===== config.mk =====
export PLATFORM = sky130hd
export DESIGN_NAME = dma_ring_ctrl
export DESIGN_NICKNAME = d
export VERILOG_FILES = /design/src/rtl/dma_ring_ctrl_pkg.sv /design/src/rtl/dma_ring_seg_calc.sv /design/src/rtl/dma_ring_ctrl.sv
export SDC_FILE = /design/constraint.sdc
export NUM_CORES = 1
export LEC_CHECK = 0
export ABC_CLOCK_PERIOD_IN_PS = 21100
export CAP_MARGIN = 10
export CORE_UTILIZATION = 50
export CTS_BUF_LIST = sky130_fd_sc_hd__clkbuf_16
export DETAILED_ROUTE_END_ITERATION = 6
export GPL_ROUTABILITY_DRIVEN = 0
export PLACE_DENSITY = 0.77
export SYNTH_ARGS = -nofsm -noshare
export SYNTH_HDL_FRONTEND = slang
export SYNTH_SLANG_ARGS = --single-unit

===== constraint.sdc =====
create_clock -name clk -period 21.1 [get_ports clk]
set_clock_uncertainty 0.2 [all_clocks]
set_input_delay 6.33 -clock clk [delete_from_list [all_inputs] [get_ports clk]]
set_output_delay 6.33 -clock clk [all_outputs]
set_load 0.01 [all_outputs]

===== src/rtl/dma_ring_ctrl_pkg.sv =====
// rtl/dma_ring_ctrl_pkg.sv - shared FSM states, defaults and min/saturation helpers
package dma_ring_ctrl_pkg;

  // Default geometry of the capture path
  localparam int DEF_DATA_BITS   = 64;
  localparam int DEF_ADDR_BITS   = 32;
  localparam int DEF_LENGTH_BITS = 16;

  // Ring sequencer states
  typedef enum logic [2:0] {
    ST_IDLE  = 3'd0,
    ST_CALC  = 3'd1,
    ST_ISSUE = 3'd2,
    ST_RUN   = 3'd3,
    ST_ADV   = 3'd4,
    ST_FIN   = 3'd5
  } state_t;

  // Unsigned minimum; callers widen/truncate around it
  function automatic logic [31:0] umin(input logic [31:0] a, input logic [31:0] b);
    return (a < b) ? a : b;
  endfunction

  // a - b clamped at zero
  function automatic logic [31:0] sat0_sub(input logic [31:0] a, input logic [31:0] b);
    return (a > b) ? (a - b) : 32'd0;
  endfunction

endpackage


===== src/rtl/dma_ring_seg_calc.sv =====
// rtl/dma_ring_seg_calc.sv - next segment length and destination byte address
module dma_ring_seg_calc
  import dma_ring_ctrl_pkg::*;
#(
  parameter int AddrBits     = DEF_ADDR_BITS,
  parameter int LengthBits   = DEF_LENGTH_BITS,
  parameter int BytesPerWord = DEF_DATA_BITS / 8
) (
  input  logic [AddrBits-1:0]   base,
  input  logic [LengthBits-1:0] ring_words,
  input  logic [LengthBits-1:0] chunk_words,
  input  logic [LengthBits-1:0] wr_ptr,
  input  logic [LengthBits-1:0] post_left,
  input  logic                  triggered,
  output logic [LengthBits-1:0] seg,
  output logic [AddrBits-1:0]   dest
);

  localparam int Shift = $clog2(BytesPerWord);

  logic [LengthBits-1:0] room;
  logic [LengthBits-1:0] limit;
  logic [AddrBits-1:0]   offset;

  // Segment never crosses the ring end and, once triggered, never exceeds the post budget
  always_comb begin
    room   = ring_words - wr_ptr;
    limit  = triggered ? post_left : chunk_words;
    seg    = LengthBits'(umin(umin(32'(chunk_words), 32'(room)), 32'(limit)));
    offset = AddrBits'(wr_ptr) << Shift;
    dest   = base + offset;
  end

endmodule


===== src/rtl/dma_ring_ctrl.sv =====
// rtl/dma_ring_ctrl.sv - sequences a dma_writer to capture a stream into a memory ring
module dma_ring_ctrl
  import dma_ring_ctrl_pkg::*;
#(
  parameter int DataBits   = DEF_DATA_BITS,
  parameter int AddrBits   = DEF_ADDR_BITS,
  parameter int LengthBits = DEF_LENGTH_BITS
) (
  input  logic                  clk,
  input  logic                  rst_n,
  input  logic                  ctl_start,
  input  logic                  ctl_stop,
  input  logic [AddrBits-1:0]   ctl_base,
  input  logic [LengthBits-1:0] ctl_ring_words,
  input  logic [LengthBits-1:0] ctl_chunk_words,
  input  logic [4:0]            ctl_burst,
  input  logic [LengthBits-1:0] ctl_post_words,
  input  logic                  trig,
  output logic [AddrBits-1:0]   dma_dest,
  output logic [LengthBits-1:0] dma_len,
  output logic [4:0]            dma_burst,
  output logic                  dma_valid,
  input  logic                  dma_busy,
  input  logic                  dma_done,
  input  logic [LengthBits-1:0] dma_remain,
  input  logic [1:0]            dma_err,
  output logic                  sts_busy,
  output logic                  sts_done,
  output logic [LengthBits-1:0] sts_wr_ptr,
  output logic                  sts_wrapped,
  output logic                  sts_triggered,
  output logic [LengthBits-1:0] sts_trig_ptr,
  output logic [1:0]            sts_err,
  output logic                  sts_bad_cfg
);

  localparam int BytesPerWord = DataBits / 8;

  state_t                state;
  logic [AddrBits-1:0]   base_q;
  logic [LengthBits-1:0] ring_q;
  logic [LengthBits-1:0] chunk_q;
  logic [LengthBits-1:0] post_q;
  logic [LengthBits-1:0] seg;
  logic [LengthBits-1:0] post_left;
  logic                  stop_pend;
  logic                  trig_this_seg;
  logic [1:0]            seg_err;

  logic [LengthBits-1:0] calc_seg;
  logic [AddrBits-1:0]   calc_dest;
  logic [LengthBits-1:0] rem_eff;
  logic [LengthBits:0]   tp_sum;
  logic [LengthBits:0]   tp_mod;
  logic [LengthBits:0]   adv_sum;
  logic                  adv_wrap;
  logic [LengthBits-1:0] post_after_trig;

  dma_ring_seg_calc #(
    .AddrBits    (AddrBits),
    .LengthBits  (LengthBits),
    .BytesPerWord(BytesPerWord)
  ) u_seg_calc (
    .base       (base_q),
    .ring_words (ring_q),
    .chunk_words(chunk_q),
    .wr_ptr     (sts_wr_ptr),
    .post_left  (post_left),
    .triggered  (sts_triggered),
    .seg        (calc_seg),
    .dest       (calc_dest)
  );

  // Trigger position and post budget; a trigger coincident with done sees nothing remaining
  always_comb begin
    rem_eff         = dma_done ? '0 : LengthBits'(umin(32'(dma_remain), 32'(seg)));
    tp_sum          = {1'b0, sts_wr_ptr} + {1'b0, seg} - {1'b0, rem_eff};
    tp_mod          = (tp_sum >= {1'b0, ring_q}) ? (tp_sum - {1'b0, ring_q}) : tp_sum;
    post_after_trig = LengthBits'(sat0_sub(32'(post_q), 32'(rem_eff)));
    adv_sum         = {1'b0, sts_wr_ptr} + {1'b0, seg};
    adv_wrap        = (adv_sum == {1'b0, ring_q});
  end

  // Capture sequencer with registered status and dma_writer command outputs
  always_ff @(posedge clk or negedge rst_n) begin
    if (!rst_n) begin
      state         <= ST_IDLE;
      base_q        <= '0;
      ring_q        <= '0;
      chunk_q       <= '0;
      post_q        <= '0;
      seg           <= '0;
      post_left     <= '0;
      stop_pend     <= 1'b0;
      trig_this_seg <= 1'b0;
      seg_err       <= '0;
      dma_dest      <= '0;
      dma_len       <= '0;
      dma_burst     <= '0;
      dma_valid     <= 1'b0;
      sts_busy      <= 1'b0;
      sts_done      <= 1'b0;
      sts_wr_ptr    <= '0;
      sts_wrapped   <= 1'b0;
      sts_triggered <= 1'b0;
      sts_trig_ptr  <= '0;
      sts_err       <= '0;
      sts_bad_cfg   <= 1'b0;
    end else begin
      sts_done <= 1'b0;
      if (sts_busy && ctl_stop) begin
        stop_pend <= 1'b1;
      end
      case (state)
        ST_IDLE: begin
          if (ctl_start) begin
            if (ctl_ring_words == '0 || ctl_chunk_words == '0) begin
              sts_bad_cfg <= 1'b1;
              sts_done    <= 1'b1;
            end else begin
              base_q        <= ctl_base;
              ring_q        <= ctl_ring_words;
              chunk_q       <= ctl_chunk_words;
              post_q        <= ctl_post_words;
              dma_burst     <= ctl_burst;
              post_left     <= '0;
              stop_pend     <= 1'b0;
              sts_wr_ptr    <= '0;
              sts_wrapped   <= 1'b0;
              sts_triggered <= 1'b0;
              sts_trig_ptr  <= '0;
              sts_err       <= '0;
              sts_bad_cfg   <= 1'b0;
              sts_busy      <= 1'b1;
              state         <= ST_CALC;
            end
          end
        end
        ST_CALC: begin
          if (calc_seg == '0) begin
            state <= ST_FIN;
          end else begin
            seg           <= calc_seg;
            dma_len       <= calc_seg;
            dma_dest      <= calc_dest;
            dma_valid     <= 1'b1;
            trig_this_seg <= 1'b0;
            state         <= ST_ISSUE;
          end
        end
        ST_ISSUE: begin
          if (dma_busy) begin
            dma_valid <= 1'b0;
            state     <= ST_RUN;
          end
        end
        ST_RUN: begin
          if (trig && !sts_triggered) begin
            sts_triggered <= 1'b1;
            trig_this_seg <= 1'b1;
            sts_trig_ptr  <= tp_mod[LengthBits-1:0];
            post_left     <= post_after_trig;
          end
          if (dma_done) begin
            seg_err <= dma_err;
            state   <= ST_ADV;
          end
        end
        ST_ADV: begin
          sts_wr_ptr <= adv_wrap ? '0 : adv_sum[LengthBits-1:0];
          if (adv_wrap) begin
            sts_wrapped <= 1'b1;
          end
          // The trigger segment's tail was already charged against the budget
          if (sts_triggered && !trig_this_seg) begin
            post_left <= post_left - LengthBits'(umin(32'(post_left), 32'(seg)));
          end
          if (seg_err != '0 && sts_err == '0) begin
            sts_err <= seg_err;
          end
          state <= (stop_pend || ctl_stop || seg_err != '0) ? ST_FIN : ST_CALC;
        end
        ST_FIN: begin
          sts_done <= 1'b1;
          sts_busy <= 1'b0;
          state    <= ST_IDLE;
        end
        default: state <= ST_IDLE;
      endcase
    end
  end

endmodule

======== Yosys cells after proc, flatten, opt, wreduce, memory -nomap -nowiden ========
Index checks and enable logic that the tools add are counted.
storage, ports and cells
  bits of input ports ..................... 110
  bits in registers ....................... 196
  memories kept ........................... 0
  latch bits .............................. 0
  memory bits (writable) .................. 0
  output and inout port bits .............. 93
  memory bits (read-only) ................. 0
  word-level logic and storage cells ...... 134
cells by class
  add/sub/neg operators ................... 7
  bitwise operators ....................... 2
  reductions and logical operators ........ 34
  shifts and indexed selects .............. 0
  order comparisons ....................... 6
  div/mod/pow operators ................... 0
  $mul .................................... 0
  muxes and demuxes ....................... 49
  equal/unequal tests ..................... 15
operators with widths
  operator                                                          count
  16-bit two-way mux                                                14
  16-bit one-hot mux with 2 select lines                            2
  16-bit subtractor                                                 4
  16-bit logical NOT                                                3
  16-bit less-than comparator                                       3
  16-bit one-hot mux with 3 select lines                            1
  32-bit by 19-bit adder with 32-bit output                         1
  32-bit by 16-bit less-than comparator with 1-bit output           1
  3-bit two-way mux                                                 6
  2-bit != test (second input constant)                             9
  16-bit by 16-bit adder with 17-bit output                         1
  17-bit by 16-bit == test with 1-bit output                        1
  17-bit by 16-bit greater-or-equal comparator with 1-bit output    1
  17-bit by 16-bit subtractor with 17-bit output                    1
  16-bit > comparator                                               1
  4-bit AND reduction                                               4
  1-bit two-way mux                                                 15
  3-bit one-hot mux with 5 select lines                             1
  3-bit AND reduction                                               5
  1-bit one-hot mux with 2 select lines                             6
  2-bit nonzero test                                                6
  3-bit by 2-bit == test with 1-bit output (second input constant)  2
  3-bit == test (second input constant)                             2
  2-bit two-way mux                                                 3
  other kinds (11)                                                  20

======== Longest topological paths before layout ========
Gate-level depths: netlist of run 1.
  word-level depth ........................ 8
  depth in mapped cells ................... 32
  depth with buffers taken out ............ 29

======== By module ========
From an unflattened synthesis of run 1, not the netlist that was laid out.
unflattened totals
  cells, all modules ...................... 1890
  area, all modules ....................... 16751.1 µm²
modules (own cells, without submodules)
  module             cells an instance  area each (µm²)  seq. area each (µm²)  times used
  dma_ring_ctrl      1499               13733.2          4904.7                1
  dma_ring_seg_calc  391                3017.9           0.0                   1

======== Least setup slack after synthesis of run 1 ========
OpenSTA, ideal clock, no wires.
  kind .................................... in2reg
  start ................................... input port dma_remain[9]
  end ..................................... register sts_trig_ptr[11]
  arrival time ............................ 12.628 ns
  stages on the path ...................... 29
  path buffers ............................ 2
  path slack .............................. 8.140 ns
  required time ........................... 20.768 ns
  setup time .............................. 0.132 ns
  cell sequence ........................... ha_1 a21o_1 a21o_1 a21o_1 a21o_1 a21oi_1 o21ai_0 and3_1 a221oi_2 buf_2 mux2i_1 or2_2 ha_1 nor2b_1 o31a_1 o41a_1 a21oi_1 xnor2_1 ha_1 nand2_1 o21ai_0 a211o_1 nor3_1 o31ai_1 a21o_1 a2111oi_4 buf_4 mux2i_1 o21ai_1
on the way
  word-level cells in the longest chain between the ends .. 8
  elaborated cells between the ends (all ways) .. 9
  those cells by class .................... 2 x add/sub; 2 x order compare; 5 x mux
ends and longest elaborated chain
  what                                                                                                        RTL line                 RTL
  start, declared                                                                                             dma_ring_ctrl.sv:25      input logic [LengthBits-1:0] dma_remain,
  16-bit less-than comparator                                                                                 dma_ring_ctrl_pkg.sv:21  return (a < b) ? a : b;
  16-bit two-way mux *                                                                                        dma_ring_ctrl_pkg.sv:21
  16-bit two-way mux *                                                                                        dma_ring_ctrl.sv:76      rem_eff = dma_done ? '0 : LengthBits'(umin(32'(dma_remain), 32'(seg)));
  17-bit by 16-bit subtractor with 17-bit output *                                                            dma_ring_ctrl.sv:77      tp_sum = {1'b0, sts_wr_ptr} + {1'b0, seg} - {1'b0, rem_eff};
  16-bit subtractor / 17-bit by 16-bit greater-or-equal comparator with 1-bit output (equally long branches)  dma_ring_ctrl.sv:78      tp_mod = (tp_sum >= {1'b0, ring_q}) ? (tp_sum - {1'b0, ring_q}) : tp_sum;
  16-bit two-way mux *                                                                                        dma_ring_ctrl.sv:78
  16-bit two-way mux *                                                                                        dma_ring_ctrl.sv:158     if (trig && !sts_triggered) begin
  16-bit one-hot mux with 2 select lines *                                                                    dma_ring_ctrl.sv:114     case (state)
  end signal, assigned                                                                                        dma_ring_ctrl.sv:161     sts_trig_ptr <= tp_mod[LengthBits-1:0];
  end, declared                                                                                               dma_ring_ctrl.sv:32      output logic [LengthBits-1:0] sts_trig_ptr,
Mark *: on every way between the ends. The rest lies on a longest branch, timed or not. The select of a mux whose other input is x is not followed.
A chain may end at the register's enable or synchronous reset.

======== Worst setup path after layout of run 1 ========
  start ................................... input port dma_remain[9]
  end ..................................... register sts_trig_ptr[0]
Same word-level chain as after synthesis.

==> metrics, run 1 <==
vias in the first global route about 14000; DR WL/cell approximately 19 µm; final setup fails 0; Slew HR 0.244; crit-path max FO 13; Crit. End Element flop; clk buf depth 2; Worst path slowest cell a221oi_2; crit path DAT roughly 14 ns; most frequent cells in the layout 302 x nand2_1, 201 x clkdlybuf4s50_1, 196 x dfrtp_1, 169 x ha_1, 133 x nor2_1; Hold Fails Final Rpt 0; core area about 0.032 mm²; DR DRC count 0; Placed Cells about 2400; Setup WS pre-CTS 6.89 ns; most common cell after layout, fill and taps aside nand2_1; EDFF count, synth 0; Die Height about 180 µm; synth unique cells 79; CP Launch Type input port; chip width between 150 and 200 µm; initial antenna violation count 0; most frequent CP cell a21o_1; slew of the pin with the lowest slew margin between 1 and 1.5 ns; CP Depth 30; final worst slack between 7 and 8 ns; Synth area leaders dfrtp_1 31%, ha_1 13%, nand2_1 7.1%, xnor2_1 4.3%, mux2_4 3.7%; # hold bufs at CTS 0; max-slew violations 0; DR vias/cell roughly 6.0; Reg clk slew, reported paths ~0.080 ns; Synth Area per Inst 8.63 µm²; WP buf/inv 3; first-pass GRT wire length 75.1 mm; post-CTS resize count 0; Synth Register Bits between 150 and 200; GR Util All Layers 0.290; R2R Path Start sts_wr_ptr[1]$_DFFE_PN0P_; Final min period 13.88 ns; worst hold path class flop to flop; Worst EP required 21.26 ns; CP max stage delay between 0.6 and 0.7 ns; Port Buf Inserts between 200 and 250; area grow syn2layout 18.3%; Die ar. around 0.033 mm²; TritonCTS Buffers 17; status finished, final reports clean; post-synthesis cell count 1856; largest net degree at the start of global routing 88; R2R Setup Slk between 10 and 15 ns; crit share post-route 0.658; setup bufs post-CTS 0; share of the yosys chip area belonging to registers 0.306; Final Routed Wirelength 47.4 mm; GRT overflow 0; ys async rst share 1.00; worst r2r dst seg[1]$_DFFE_PN0P_; Worst R2R Path Depth 27; max cap viols 0; Post-DRT Antenna Nets 0; Ports ~200; post-synthesis cell area roughly 0.016 mm²; Fill cells around 2700; crit path launch dma_remain[9]; layout cells sized above 1 0.0659; Yosys warnings 0; Setup Crit Path Kind input port to flop; Fmax 0.0720 GHz; CTS tree yes; Root Driver clkbuf_16; latest clock arrival within the worst-skew pair between 0.4 and 0.5 ns; antenna cells 0; cell taking the most area after synthesis dfrtp_1; RSZ-0062 raised after global routing false; # H-tree levels 4; final net count 2307; initial core utilization 0.507; Final TNS setup 0 ns; Finished Layout Cells 2436; DPL Wire Length about 37 mm; Yosys top cell area share 0.306; first-pass detailed-route iteration total 5; Syn Nets ~2100; vias roughly 15000; multi-input logic area approximately 0.010 mm²; clock sink count around 200; CP top delay family compound AO/OA/AOI/OAI gates; ys flop type dfrtp_1; Seq. cell area approximately 0.0049 mm²; # rows 65; DR iter-0 viols 1367; worst setup path end sts_trig_ptr[0]$_DFFE_PN0P_
-- worst min path at each step --
stage | from | endpoint | slack, ns | cells after the start
floorplan | base_q[0]$_DFFE_PN0P_ | base_q[0]$_DFFE_PN0P_ | 0.25 | 2
global placement | base_q[2]$_DFFE_PN0P_ | base_q[2]$_DFFE_PN0P_ | 0.26 | 2
detailed placement | dma_burst[0]$_DFFE_PN0P_ | dma_burst[0]$_DFFE_PN0P_ | 0.26 | 2
CTS | dma_burst[0]$_DFFE_PN0P_ | dma_burst[0]$_DFFE_PN0P_ | 0.28 | 2
global route | post_q[10]$_DFFE_PN0P_ | post_q[10]$_DFFE_PN0P_ | 0.32 | 2
finish | dma_burst[0]$_DFFE_PN0P_ | dma_burst[0]$_DFFE_PN0P_ | 0.28 | 2
-- through the flow --
stage           util  hold WS, ns  cell area (µm²)
6_report       0.600        0.277            18900
3_3_place_gp   0.581        0.258            18300
2_1_floorplan      -        0.246            16000
5_1_grt        0.600        0.320            18900
3_5_place_dp   0.581        0.261            18300
4_1_cts        0.600        0.281            18900
-- synthesized netlist by cell type (4+ instances only) --
cell	count
nor4_1	15
o21ai_0	97
nand2b_1	14
nand2_1	302
xor2_1	30
clkbuf_1	49
a211o_1	5
o2111ai_1	4
a21oi_1	112
a31o_2	4
or3_1	10
a32oi_1	5
a32o_1	17
ha_1	169
mux2i_1	58
xnor2_1	78
o21bai_1	9
and3_1	11
mux2_2	7
nor2b_1	21
a22oi_1	12
or2_2	23
o21ai_1	18
o31ai_1	7
and2_1	10
o311ai_0	5
mux2_4	39
buf_6	5
a21o_1	42
nor3_1	38
a211oi_1	19
o211ai_1	16
nand3_1	38
fa_1	7
a31oi_1	9
buf_2	9
o21a_1	26
o31a_1	7
nand4_1	22
dfrtp_1	196
inv_1	98
nor2_1	134
-- area by class of cell --
type / instances / share of cell area
inverter: 98 / 0.0195
tap: 402 / 0.0266
clock buffer: 17 / 0.0225
clock inverter: 15 / 0.00899
timing repair buffer: 214 / 0.112
sequential: 196 / 0.259
multi-input combinational: 1494 / 0.552
-- state kept, by name (all words and copies together) (netlist names), 5 cells and up --
name,count
seg,16
post_q,16
chunk_q,16
sts_wr_ptr,16
dma_burst,5
dma_dest,32
post_left,16
sts_trig_ptr,16
ring_q,16
base_q,32
-- cell families (layout without fill, tap and decap cells) --
family | count (synthesis) | after routing | share of synthesized area
buffers and inverters | 166 | 344 | 0.0424
AO/OA/AOI/OAI | 450 | 450 | 0.188
flip-flops | 196 | 196 | 0.306
multiplexers | 104 | 104 | 0.0778
adder cells (fa/ha/maj) | 176 | 176 | 0.141
AND/OR/NAND/NOR | 655 | 655 | 0.185
XOR/XNOR | 109 | 109 | 0.0605
-- layer usage --
| layer | track usage | up-vias | share of wire |
|---|---|---|---|
| li1 | - | 6944 | - |
| met2 | 0.449 | 649 | 0.43 |
| met1 | 0.402 | 6927 | 0.44 |
| met3 | 0.0383 | 109 | 0.074 |
| met5 | 0 | - | 0 |
| met4 | 0.139 | 0 | 0.047 |
-- worst min-delay path, cell delays in order (launching register included) --
cell and delay (ns):
dfrtp_1 0.35, nand2_1 0.05, nand2_1 0.05
Power of run 1 is not shown: default switching activity piles up to over one toggle a cycle in this logic, so the estimate is an artifact.
==> inputs of run 2 (changes only) <==
- ABC_CLOCK_PERIOD_IN_PS: 21100 -> 11900
- PLACE_DENSITY: 0.77 -> 0.8
- clock period: 21.1 -> 11.9 ns (I/O delays scaled with it)
==> metrics, run 2 (same netlist as run 1, synthesis figures left out) <==
Final Routed Wirelength 48.3 mm (was 47.4 mm); setup bufs post-CTS 0 (unchanged); antenna cells 0 (unchanged); # H-tree levels 4 (unchanged); CP max stage delay 0.68 ns (was 0.65 ns); Hold Fails Final Rpt 0 (unchanged); crit-path max FO 12 (was 13); DR WL/cell 19.8 µm (was 19.5 µm); worst hold path class flop to flop (unchanged); DR iter-0 viols 1224 (was 1367); Port Buf Inserts 202 (unchanged); final worst slack 1.03 ns (was 7.22 ns); crit share post-route 0.913; Final min period about 11 ns; Crit. End Element flop (unchanged); final setup fails 0 (unchanged); RSZ-0062 raised after global routing false (unchanged); GRT overflow 0 (unchanged); DR DRC count 0 (unchanged); Die ar. 0.0327 mm² (unchanged); status finished, final reports clean (unchanged); Fmax 0.0920 GHz; max-slew violations 0 (unchanged); largest net degree at the start of global routing 83 (was 88); Largest regs base_q x32, dma_dest x32 (unchanged); area grow syn2layout 18.0% (was 18.3%); Worst EP required 12.08 ns (was 21.26 ns); clock sink count 196 (unchanged); Worst path slowest cell a2111oi_4 (was a221oi_2); DR vias/cell 6.05 (was 6.01); Slew HR 0.222 (was 0.244); Ports 203 (unchanged); initial core utilization 0.507 (unchanged); Final TNS setup 0 ns (unchanged); first-pass GRT wire length 76.4 mm (was 75.1 mm); # rows 65 (unchanged); max cap viols 0 (unchanged); most frequent CP cell a21o_1 (unchanged); most common cell after layout, fill and taps aside nand2_1 (unchanged); CP Launch Type input port (unchanged); post-CTS resize count 0 (unchanged); first-pass detailed-route iteration total 7 (was 5); R2R Path Start sts_wr_ptr[1]$_DFFE_PN0P_ (unchanged); slew of the pin with the lowest slew margin 1.17 ns (was 1.13 ns); vias 14700 (was 14600); GR Util All Layers 0.297 (was 0.290); Setup WS pre-CTS 0.667 ns (was 6.89 ns); initial antenna violation count 0 (unchanged); Post-Route Utilization 0.599 (was 0.600); final net count 2307 (unchanged); Fill cells 2711 (was 2697); DPL Wire Length 37.4 mm (was 36.8 mm); worst hold start base_q[2]$_DFFE_PN0P_ (was dma_burst[0]$_DFFE_PN0P_); TritonCTS Buffers 17 (unchanged); core area 0.0316 mm² (unchanged); # hold bufs at CTS 0 (unchanged); CTS tree yes (unchanged); Post-DRT Antenna Nets 0 (unchanged); latest clock arrival within the worst-skew pair 0.46 ns (about the same); Die Height 181 µm (unchanged); most frequent cells in the layout 302 x nand2_1, 201 x clkdlybuf4s50_1, 196 x dfrtp_1, 169 x ha_1, 133 x nor2_1 (unchanged); Root Driver clkbuf_16 (unchanged); crit path launch dma_remain[9] (unchanged); vias in the first global route 14400 (was 14000); Reg clk slew, reported paths 0.08 ns (about the same); Setup Crit Path Kind input port to flop (unchanged); layout cells sized above 1 0.0654 (was 0.0659); crit path DAT 11.05 ns (was 14.05 ns); chip width 181 µm (unchanged); clk buf depth 2 (unchanged)
-- run 2: stage by stage --
stage	cell area (µm²)	cells	hold slack [ns]
5_1_grt	18900	2436	0.312
3_3_place_gp	18300	2403	0.257
3_5_place_dp	18300	2403	0.261
6_report	18900	2436	0.276
2_1_floorplan	16000	1856	0.246
4_1_cts	18900	2435	0.280
-- run 2: path summary, 6_finish.rpt --
kind,end,depth (start not counted),slack (ns)
setup / recovery,sts_trig_ptr[0]$_DFFE_PN0P_,29,1.03
hold / removal,base_q[2]$_DFFE_PN0P_,2,0.28
setup reg to reg,dma_dest[15]$_DFFE_PN0P_,27,3.54
hold reg to reg,base_q[2]$_DFFE_PN0P_,2,0.28
max in group asynchronous,post_left[3]$_DFFE_PN0P_,3,6.43
min in group asynchronous,base_q[2]$_DFFE_PN0P_,1,2.85
-- run 2: per-layer routing --
metal | track usage | part of all wire
met1 | 0.392 | 0.43
met4 | 0.172 | 0.056
met2 | 0.457 | 0.43
met3 | 0.0530 | 0.077
met5 | 0 | 0
-- run 2: critical path: cells and delay by family --
kind	cells	cell delay, ns
and+or+nand+nor	5	1.01
AOI/OAI and AO/OA	16	4.01
buffers and inverters	2	0.82
adders and majority gates	3	0.93
muxes	2	0.50
xor gates and xnor gates	1	0.20
-- run 2: final cells by class --
type	count	area (µm²)	area share
Clock buffer	17	425	0.0225
Clock inverter	15	120	0.00636
Inverter	98	369	0.0195
Multi-Input combinational cell	1494	10400	0.553
Sequential cell	196	4900	0.260
Tap cell	402	503	0.0266
Timing Repair Buffer	214	2120	0.112
Power of run 2 is left out for the same reason.
==> inputs of run 3 (changes only) <==
- SYNTH_HIERARCHICAL: not set -> 1
==> metrics, run 3 <==
DR vias/cell 6.21 (was 6.05); RSZ-0062 raised after global routing false (unchanged); # H-tree levels 4 (unchanged); TritonCTS Buffers 17 (unchanged); largest net degree at the start of global routing 77 (was 83); Setup Crit Path Kind input port to flop (unchanged); Final min period 10.26 ns (was 10.87 ns); ys flop type dfrtp_1 (unchanged); Die Height 185 µm (was 181 µm); most frequent cells in the layout 245 x nand2_1, 201 x clkdlybuf4s50_1, 196 x dfrtp_1, 169 x ha_1, 109 x inv_1 (was 302 x nand2_1, 201 x clkdlybuf4s50_1, 196 x dfrtp_1, 169 x ha_1, 133 x nor2_1); CP Launch Type input port (unchanged); # hold bufs at CTS 0 (unchanged); DPL Wire Length 39.4 mm (was 37.4 mm); Fmax 0.0975 GHz (was 0.0920 GHz); first-pass detailed-route iteration total 7 (unchanged); Worst EP required 12.07 ns (was 12.08 ns); GRT overflow 0 (unchanged); Yosys warnings 6 (was 0); Die ar. 0.0342 mm² (was 0.0327 mm²); share of the yosys chip area belonging to registers 0.293 (was 0.306); DR WL/cell 20.7 µm (was 19.8 µm); Synth Area in XOR/XNOR 0.0604 (was 0.0605); Port Buf Inserts 202 (unchanged); latest clock arrival within the worst-skew pair 0.47 ns (was 0.46 ns); Slew HR 0.230 (was 0.222); post-synthesis compound-gate area fraction 0.178 (was 0.188); most common cell in the netlist nand2_1 (unchanged); DR iter-0 viols 1643 (was 1224); post-synthesis cell area 0.0168 mm² (was 0.0160 mm²); crit path DAT 10.43 ns (was 11.05 ns); top cells by count, synth 246 x nand2_1, 196 x dfrtp_1, 169 x ha_1 (was 302 x nand2_1, 196 x dfrtp_1, 169 x ha_1); worst hold path class flop to flop (unchanged); Root Driver clkbuf_16 (unchanged); EDFF count, synth 0 (unchanged); Ports 203 (unchanged); mux cell area share after synthesis 0.103 (was 0.0778); # rows 66 (was 65); crit share post-route 0.862 (was 0.913); clk buf depth 2 (unchanged); first-pass GRT wire length 80.9 mm (was 76.4 mm); Synth Area per Inst 8.86 µm² (was 8.63 µm²); clock sink count 196 (unchanged); largest family of logic cells by synthesized area simple AND/OR/NAND/NOR gates (was compound AO/OA/AOI/OAI gates); Post-Route Utilization 0.602 (was 0.599); Reg clk slew, reported paths 0.09 ns (was 0.08 ns); layout cells sized above 1 0.0864 (was 0.0654); Largest regs base_q x32, dma_dest x32 (unchanged); most frequent CP cell ha_1 (was a21o_1); max cap viols 0 (unchanged); initial core utilization 0.511 (was 0.507); Syn Nets 2176 (was 2142); CP top delay family compound AO/OA/AOI/OAI gates (unchanged); CTS tree yes (unchanged); Crit. End Element flop (unchanged); Synth Area in Simple Gates 0.184 (was 0.185); cell taking the most area after synthesis dfrtp_1 (unchanged); Post-DRT Antenna Nets 0 (unchanged); Synth area leaders dfrtp_1 29%, ha_1 13%, mux2_2 5.8%, nand2_1 5.5%, mux2i_1 4.4% (was dfrtp_1 31%, ha_1 13%, nand2_1 7.1%, xnor2_1 4.3%, mux2_4 3.7%); Worst path slowest cell o41ai_1 (was a2111oi_4); max-slew violations 0 (unchanged); Final Routed Wirelength 51.8 mm (was 48.3 mm); antenna cells 0 (unchanged); chip width 185 µm (was 181 µm); final net count 2332 (was 2307); CP max stage delay 0.61 ns (was 0.68 ns); WP buf/inv 2 (unchanged); DR DRC count 2 (was 0); slew of the pin with the lowest slew margin 1.15 ns (was 1.17 ns); post-CTS resize count 0 (unchanged); setup bufs post-CTS 0 (unchanged); Hold Fails Final Rpt 0 (unchanged); Yosys top cell area share 0.293 (was 0.306); Hold WS 0.276 ns (about the same); crit-path max FO 17 (was 12); status finished with violations (was finished, final reports clean); area grow syn2layout 17.9% (was 18.0%); Post-Synth Adder-Cell Area 0.135 (was 0.141); synth unique cells 86 (was 79); initial antenna violation count 0 (unchanged); post-synthesis cell count 1890 (was 1856); GR Util All Layers 0.307 (was 0.297); violated checks design-rule violations; most common cell after layout, fill and taps aside nand2_1 (unchanged); ys async rst share 1.00 (unchanged); vias 15500 (was 14700); core area 0.0328 mm² (was 0.0316 mm²); final setup fails 0 (unchanged); Final TNS setup 0 ns (unchanged); Synth Register Bits 196 (unchanged); vias in the first global route 14900 (was 14400)
==> run 3: final timing paths <==
path                                      startpoint                          end  slack, ns  depth (start not counted)
min                            base_q[0]$_DFFE_PN0P_        base_q[0]$_DFFE_PN0P_       0.28                          2
min reg2reg                    base_q[0]$_DFFE_PN0P_        base_q[0]$_DFFE_PN0P_       0.28                          2
max                                    dma_remain[9]  sts_trig_ptr[1]$_DFFE_PN0P_       1.64                         25
min in group asynchronous                      rst_n     post_left[5]$_DFFE_PN0P_       2.87                          1
max in group asynchronous                      rst_n    sts_wr_ptr[8]$_DFFE_PN0P_       7.29                          2
max reg2reg                sts_wr_ptr[8]$_DFFE_PN0P_      dma_dest[6]$_DFFE_PN0P_       2.36                         33
==> run 3: worst register-to-register path, delay by kind of cell, from the launching register on <==
kind                       cells  cell delay (ns)
DFF                            1             0.58
buffers and inverters          4             0.76
xor gates and xnor gates       1             0.16
and+or+nand+nor                8             2.10
muxes                          3             1.08
AOI/OAI and AO/OA             14             3.61
adders and majority gates      3             0.94
==> run 3: area by class of cell <==
type	instances	area (µm²)
fill	2763	13000
multi-input combinational	1504	11100
sequential	196	4900
timing repair buffer	218	2150
tap	442	553
clock buffer	17	425
inverter	109	409
clock inverter	15	219
==> run 3: cells by family (layout without fill, tap and decap cells) <==
kind of cell	count (synthesis)	after routing
compound gates	434	434
mux	161	161
flops	196	196
buf+inv	190	359
fa+ha+maj	177	177
simple gates	622	622
xor+xnor	110	110
==> run 3: routing by layer <==
| metal | vias to the layer above | GRT usage | routed length, µm |
|---|---|---|---|
| li1 | 7148 | - | - |
| met1 | 7443 | 0.393 | 21300 |
| met2 | 768 | 0.478 | 22800 |
| met3 | 177 | 0.0627 | 4550 |
| met4 | 0 | 0.180 | 3120 |
| met5 | - | 0 | 0 |
==> run 3: metrics by stage <==
step	setup slack [ns]	std cells	area, µm²
5_1_grt	1.11	2501	19700
3_3_place_gp	1.73	2469	19100
4_1_cts	1.85	2501	19700
6_report	1.64	2501	19700
3_5_place_dp	1.39	2469	19100
2_1_floorplan	2.86	1890	16800
Power of run 3 is left out for the same reason.
